==> src/rtl/post_box_spi_slave.sv <==
// SPI mode-0 slave for the POST-box host link: one status byte then one data byte per
// transaction, moving single bytes through the rx (target->host) and tx (host->target) mailboxes.
//   state    | meaning
//   S_IDLE   | CS high, or CS held low since reset; waiting for a CS falling edge
//   S_ACTIVE | transaction in progress, shifting bits on SCK edges
//   S_COMMIT | one cycle after CS rose with 16 bits seen; mailboxes update, txn_done high
module post_box_spi_slave #(
    parameter int SYNC_STAGES = 2
) (
    input  logic       fpga_clock_48mhz,
    input  logic       reset_in,
    input  logic       spi_cs,
    input  logic       spi_sck,
    input  logic       spi_mosi,
    output logic       spi_miso,
    input  logic       rx_write,
    input  logic [7:0] rx_wdata,
    output logic       rx_full,
    input  logic       tx_read,
    input  logic       tx_clear,
    output logic [7:0] tx_rdata,
    output logic       tx_full,
    output logic       txn_done
);

    typedef enum logic [1:0] {
        S_IDLE   = 2'd0,
        S_ACTIVE = 2'd1,
        S_COMMIT = 2'd2
    } state_t;

    state_t r_state, w_next;

    logic [SYNC_STAGES-1:0] r_cs_sync, r_sck_sync, r_mosi_sync;
    logic        r_cs_d, r_sck_d;
    logic        w_cs, w_sck, w_mosi;
    logic        w_cs_fall, w_cs_rise, w_sck_rise, w_sck_fall;
    logic        w_start, w_commit;

    logic [4:0]  r_bit_cnt;
    logic [9:0]  r_mosi_sh;
    logic [14:0] r_miso_sh;
    logic        r_miso;
    logic        r_snap_rx_full, r_snap_tx_empty;
    logic [15:0] w_word;

    logic        r_rx_full, r_tx_full;
    logic [7:0]  r_rx_buf, r_tx_data;

    // CS synchroniser resets low so a CS held low through reset shows no falling edge.
    always_ff @(posedge fpga_clock_48mhz or posedge reset_in) begin
        if (reset_in) begin
            r_cs_sync   <= '0;
            r_sck_sync  <= '0;
            r_mosi_sync <= '0;
            r_cs_d      <= 1'b0;
            r_sck_d     <= 1'b0;
        end else begin
            r_cs_sync   <= {r_cs_sync[SYNC_STAGES-2:0], spi_cs};
            r_sck_sync  <= {r_sck_sync[SYNC_STAGES-2:0], spi_sck};
            r_mosi_sync <= {r_mosi_sync[SYNC_STAGES-2:0], spi_mosi};
            r_cs_d      <= w_cs;
            r_sck_d     <= w_sck;
        end
    end

    assign w_cs       = r_cs_sync[SYNC_STAGES-1];
    assign w_sck      = r_sck_sync[SYNC_STAGES-1];
    assign w_mosi     = r_mosi_sync[SYNC_STAGES-1];
    assign w_cs_fall  = r_cs_d & ~w_cs;
    assign w_cs_rise  = ~r_cs_d & w_cs;
    assign w_sck_rise = ~r_sck_d & w_sck;
    assign w_sck_fall = r_sck_d & ~w_sck;

    always_ff @(posedge fpga_clock_48mhz or posedge reset_in) begin
        if (reset_in) r_state <= S_IDLE;
        else          r_state <= w_next;
    end

    always_comb begin
        w_next   = r_state;
        w_start  = 1'b0;
        w_commit = 1'b0;
        case (r_state)
            S_IDLE: begin
                if (w_cs_fall) begin
                    w_next  = S_ACTIVE;
                    w_start = 1'b1;
                end
            end
            S_ACTIVE: begin
                if (w_cs_rise) w_next = (r_bit_cnt == 5'd16) ? S_COMMIT : S_IDLE;
            end
            S_COMMIT: begin
                w_commit = 1'b1;
                w_next   = S_IDLE;
            end
            default: w_next = S_IDLE;
        endcase
    end

    assign w_word = {6'b0, r_rx_full, ~r_tx_full, (r_rx_full ? r_rx_buf : 8'h00)};

    // Only the last 10 MOSI bits matter: host flags [9:8] and the data byte [7:0].
    always_ff @(posedge fpga_clock_48mhz or posedge reset_in) begin
        if (reset_in) begin
            r_bit_cnt       <= '0;
            r_mosi_sh       <= '0;
            r_miso_sh       <= '0;
            r_miso          <= 1'b0;
            r_snap_rx_full  <= 1'b0;
            r_snap_tx_empty <= 1'b0;
        end else if (w_start) begin
            r_bit_cnt       <= '0;
            r_snap_rx_full  <= r_rx_full;
            r_snap_tx_empty <= ~r_tx_full;
            r_miso_sh       <= w_word[14:0];
            r_miso          <= w_word[15];
        end else if (r_state == S_ACTIVE && !w_cs_rise) begin
            if (w_sck_rise && r_bit_cnt != 5'd16) begin
                r_mosi_sh <= {r_mosi_sh[8:0], w_mosi};
                r_bit_cnt <= r_bit_cnt + 5'd1;
            end
            if (w_sck_fall) begin
                r_miso_sh <= {r_miso_sh[13:0], 1'b0};
                r_miso    <= r_miso_sh[14];
            end
        end else begin
            r_miso <= 1'b0;
        end
    end

    // A commit clearing rx_full implies rx_full was already set, so a same-cycle write is dropped anyway.
    always_ff @(posedge fpga_clock_48mhz or posedge reset_in) begin
        if (reset_in) begin
            r_rx_full <= 1'b0;
            r_rx_buf  <= '0;
            r_tx_full <= 1'b0;
            r_tx_data <= '0;
        end else begin
            if (w_commit && r_mosi_sh[8] && r_snap_rx_full) begin
                r_rx_full <= 1'b0;
            end else if (rx_write && !r_rx_full) begin
                r_rx_buf  <= rx_wdata;
                r_rx_full <= 1'b1;
            end
            if (w_commit && r_mosi_sh[9] && r_snap_tx_empty) begin
                r_tx_data <= r_mosi_sh[7:0];
                r_tx_full <= 1'b1;
            end else if (tx_read || tx_clear) begin
                r_tx_full <= 1'b0;
            end
        end
    end

    assign spi_miso = r_miso;
    assign rx_full  = r_rx_full;
    assign tx_full  = r_tx_full;
    assign tx_rdata = r_tx_data;
    assign txn_done = (r_state == S_COMMIT);

endmodule
==> config.mk <==
export PLATFORM = sky130hd
export DESIGN_NAME = post_box_spi_slave
export DESIGN_NICKNAME = d
export VERILOG_FILES = /design/src/rtl/post_box_spi_slave.sv
export SDC_FILE = /design/constraint.sdc
export NUM_CORES = 1
export LEC_CHECK = 0
export BUFFER_PORTS_ARGS = -buffer_cell sky130_fd_sc_hd__buf_4
export CAP_MARGIN = 0
export CORE_MARGIN = 2
export CORE_UTILIZATION = 55
export DETAILED_ROUTE_END_ITERATION = 7
export GPL_TIMING_DRIVEN = 0
export HOLD_SLACK_MARGIN = 0.1
export PLACE_DENSITY = 0.74
export RECOVER_POWER = 25
export SETUP_SLACK_MARGIN = 0.05
export SYNTH_ARGS = -nofsm -noshare
export SYNTH_HDL_FRONTEND = slang
export SYNTH_SLANG_ARGS = --single-unit
==> constraint.sdc <==
create_clock -name fpga_clock_48mhz -period 3.36 [get_ports fpga_clock_48mhz]
set_input_delay 0.168 -clock fpga_clock_48mhz [delete_from_list [all_inputs] [get_ports fpga_clock_48mhz]]
set_output_delay 0.168 -clock fpga_clock_48mhz [all_outputs]
set_load 0.01 [all_outputs]
# [Word-level counts from Yosys, hierarchy flattened]
# Index checks and enable logic that the tools add are counted.
[totals] output_inout_bits=12 reg_bits=61 inputBits=16
[op_classes] reduce_logical=21 muxes=21 bitwise_logic=11 eq_ne=7 addsub=1
[ops] cell="15-bit two-way mux" n=3
[ops] cell="5-bit two-way mux" n=3
[ops] cell="1-bit two-way mux" n=10
[ops] cell="2-bit nonzero test" n=5
[ops] cell="8-bit two-way mux" n=1
[ops] cell="2-bit AND reduction" n=4
[ops] cell="1-bit logical AND" n=7
[ops] cell="1-bit inverter" n=7
[ops] cell="2-bit two-way mux" n=3
[ops] cell="5-bit by 1-bit adder with 5-bit output, second input constant" n=1
[ops] cell="5-bit equality test, second input constant" n=1
[ops] cell="5-bit != test, second input constant" n=1
[ops] cell="1-bit AND" n=4
[ops] cell="2-bit != test, second input constant" n=2
[ops] cell="2-bit one-hot mux with 2 select lines" n=1
[ops] cell="3-bit != test, second input constant" n=1
[ops] cell="3-bit AND reduction" n=1
[ops] cell="2-bit by 1-bit equality test with 1-bit output, second input constant" n=1
[ops] cell="2-bit equality test, second input constant" n=1
[ops] cell="1-bit zero test" n=2
[ops] cell="2-bit zero test" n=1
[ops] cell="1-bit logical OR" n=1

# [Longest topological paths before layout]
[logic_depth] depth_word=6 depth_mapped=7

# [Worst setup path after synthesis]
# No wires, ideal clock.
[synth_timing] path_kind="register -> register" startpoint="register r_bit_cnt[0]" endpoint="register r_mosi_sh[0]" path_buffers=1 path_slack_ns=1.428 period_less_slack_ns=1.932 path_stages_with_launch=7 arrival_time_ns=1.808 required_time_ns=3.235 setup_time_ns=0.125 path_cell_list="dfrtp_1 inv_1 ha_1 and4bb_4 nor4b_4 buf_6 mux2_2"
[synth_between] elab_chain_len=3
[synth_lines] item="start, declared" line_no="40" rtl="logic [4:0] r_bit_cnt;"
[synth_lines] item="start signal, assigned" line_no="122" rtl="r_bit_cnt <= r_bit_cnt + 5'd1;"
[synth_lines] item="5-bit != test" line_no="120" rtl="if (w_sck_rise && r_bit_cnt != 5'd16) begin"
[synth_lines] item="1-bit logical AND" line_no="120"
[synth_lines] item="3-bit AND reduction (no line)"
[synth_lines] item="end signal, assigned" line_no="121" rtl="r_mosi_sh <= {r_mosi_sh[8:0], w_mosi};"
[synth_lines] item="end, declared" line_no="41" rtl="logic [9:0] r_mosi_sh;"
# Every way passes these cells.
# A chain may end at the register's enable or synchronous reset.

# [Worst setup path after layout]
[layout_timing] startpoint="register r_bit_cnt[0]" endpoint="register r_mosi_sh[2]"
# Same word-level chain as after synthesis.

==> impl_metrics.toml <==
[finish]
finalInstanceArea_um2 = 3087
layout_commonest_cell = "dfrtp_1"
fill_cells = 313
regArea_um2 = 1526
drive_above_1_share_pct = 30.56
synthToLayoutAreaGrowth_pct = 26.51
diodes = 0
layout_common_cells = "dfrtp_1, nand2_1, mux2_2"
final_nets = 265
multi_input_area_um2 = 860.8

[synthesis]
synth_area_um2 = 2440
yosysWarnings = 0
synthTopCellsByArea = "dfrtp_1, mux2_2, nand2_1"
synth.top_cell.area_share_pct = 62.56
synth-seq-cells = 61
synth.avg_cell_area_um2 = 12.64
synth-seq-area-share_pct = 62.56
synth_top_area_cell = "dfrtp_1"
syn-num-nets = 211
synth.distinct_cells = 31
syn_inst = 193

[route]
initialDrtViolationCount = 107
wl_per_cell_um = 15.99
dr.max_layer_used = "met4"
wl_met3_um = 266
vias_per_cell = 5.539
drc = 0
ant_nets = 0
met1_length_mm = 2.126
drt_first_pass_iters = 4
vias = 1684
wl_met2_mm = 2.405
drt_wl_total_mm = 4.861

[sta]
setup_viol = 0
fin_crit_sh_pct = 65.15
period_needed_ns = 2.189
worst_pin_slew_ns = 0.8981
slew_viol_final = 0
setup_tns_ns = 0
final.setup_skew_ns = 0.007116
rsz0062_at_grt = "false"
hold_violations = 0
slew_headroom_pct = 40.06
fmax_ghz = 0.4568

[power]
max-vdd-ir-drop_uv = 438.5
p_leak_nw = 1.492
powerDensity_nw_per_um2 = 634.7

[clock_network]
post-cts-setup-buffers = 0
htree_levels = 3
ctsHoldBuffers = 15
cts_buffers = 9
ctsResizeCount = 0
clock_tree.root_cell = "clkbuf_8"
clk_pin_slew_ns = 0.07
clockBufferDepth = 2
tritoncts = "built"
worstSkewPairLatency_ns = 0.34
cts.sinks = 61

[critical_path]
worstPathArrival_ns = 2.42
worstPathRequired_ns = 3.59
slowest_delay_ns = 0.64
reg2regPathDepth = 6
r2r_end = "r_mosi_sh[2]"
critical_path.slowest_cell = "nor4b_4"
path_max_fanout = 10
crit_path_end_kind = "flip-flop"
crit_chain = "inv_1, ha_1, and4bb_4, nor4b_4, buf_6, mux2_2"
r2r_slack_ns = 1.17
r2r_start = "r_bit_cnt[0]"
critPathKind = "flip-flop to flip-flop"
start_kind = "flip-flop"

[die]
fp.dieH_um = 70.61
rows = 24
core_area_um2 = 4324
die_area_um2 = 4985
chipWidth_um = 70.61
ioPinCount = 28
start_util_pct = 56.42

[placed_design]
routabilityCongestion = 0.7672
dpl_cell_area_um2 = 2728
io_buffers = 27
dp_hpwl_mm = 3.233

[worst_hold_path]
worstHoldStart = "r_mosi_sync[0]"
hold_path_class = "flip-flop to flip-flop"
hold_end = "r_mosi_sync[1]"
hold_depth = 0

[global_route]
antenna_found_initial = 0
overflow = 0
track_usage_pct = 22.22
grt_max_degree = 41
grt_pass1_vias = 1813
grt_pass1_wl_mm = 8.362

[outcome]
status = "completed"

[run]
maxCapViolations = 0
-- worst max-delay path: cells and delay by family, from the launching register on --
| family | cells | cell delay (ns) |
|---|---|---|
| fa+ha+maj | 1 | 0.19 |
| buf+inv | 2 | 0.29 |
| flops | 1 | 0.40 |
| simple gates | 2 | 0.85 |
| mux | 1 | 0.34 |
-- stage by stage --
step / total power [mW] / cells / setup WS [ns] / hold WS [ns] / util, %
2_1_floorplan: 1.139 / 193 / 1.428 / 0.1994 / -
6_report: 1.959 / 304 / 1.171 / 0.3532 / 71.38
3_3_place_gp: 1.194 / 272 / 1.080 / 0.2781 / 62.62
3_5_place_dp: 1.229 / 273 / 1.179 / 0.2301 / 63.08
5_1_grt: 2.058 / 304 / 1.073 / 0.3584 / 71.38
4_1_cts: 1.974 / 304 / 1.167 / 0.3559 / 71.73
-- logic make-up (layout without fill, tap and decap cells) --
family / Yosys count / count (layout) / synth area share (%)
flip-flops: 61 / 61 / 62.56
AND/OR/NAND/NOR: 56 / 56 / 12.62
AO/OA/AOI/OAI: 33 / 33 / 8.052
multiplexers: 28 / 28 / 12.87
buffers and inverters: 11 / 70 / 2.153
adder cells (fa/ha/maj): 2 / 2 / 1.025
XOR/XNOR: 2 / 2 / 0.7181
-- cells in the mapped netlist (all sizes together) --
master / n
and3: 8
o21a: 1
o21ai: 14
mux2i: 1
a32o: 1
or4b: 1
a211oi: 1
nor2: 4
clkbuf: 4
nor4b: 2
nor2b: 5
dfrtp: 61
ha: 2
a22o: 3
a31oi: 1
o31ai: 1
buf: 4
xnor2: 2
a21oi: 9
nand3: 4
and4bb: 1
mux2: 27
nand3b: 1
nand2b: 2
inv: 3
nand2: 28
a21o: 2
-- routing by layer --
layer / GRT usage [%] / up-vias
met2: 35.74 / 46
met5: 0 / -
li1: - / 780
met4: 8.805 / 0
met1: 27.01 / 847
met3: 9.117 / 11
-- how the worst max path moves through the flow --
stage	start	endpoint	slack, ns	cells after the start
global placement	reset_in	r_bit_cnt[4]	1.08	2
CTS	r_bit_cnt[0]	r_mosi_sh[2]	1.17	6
floorplan	r_bit_cnt[0]	r_mosi_sh[0]	1.43	6
global route	r_bit_cnt[0]	r_mosi_sh[9]	1.07	6
finish	r_bit_cnt[0]	r_mosi_sh[2]	1.17	6
detailed placement	r_bit_cnt[0]	r_mosi_sh[9]	1.18	6
-- registers in the layout (all words and copies together), names as in the netlist --
name and count:
r_miso_sh 15, r_mosi_sh 10, r_rx_buf 8, tx_rdata 8, r_bit_cnt 5, r_cs_sync 2, r_mosi_sync 2, r_sck_sync 2
r_state 2, r_cs_d 1, r_sck_d 1, r_snap_rx_full 1, r_snap_tx_empty 1, rx_full 1, spi_miso 1, tx_full 1
-- final cells by class --
type | instances | share of cell area, %
buffer | 8 | 1.338
clock buffer | 10 | 4.459
clock inverter | 6 | 2.797
inverter | 3 | 0.3648
multi-input combinational | 121 | 27.89
sequential | 61 | 49.45
tap | 52 | 2.108
timing repair buffer | 43 | 11.59
-- report_power, final --
part	switching (mW)	leakage, nW	internal, mW
clock network	0.293	0.112	0.436
logic	0.126	0.590	0.136
registers	0.0918	0.790	0.877
(Power assumes the default switching activity.)
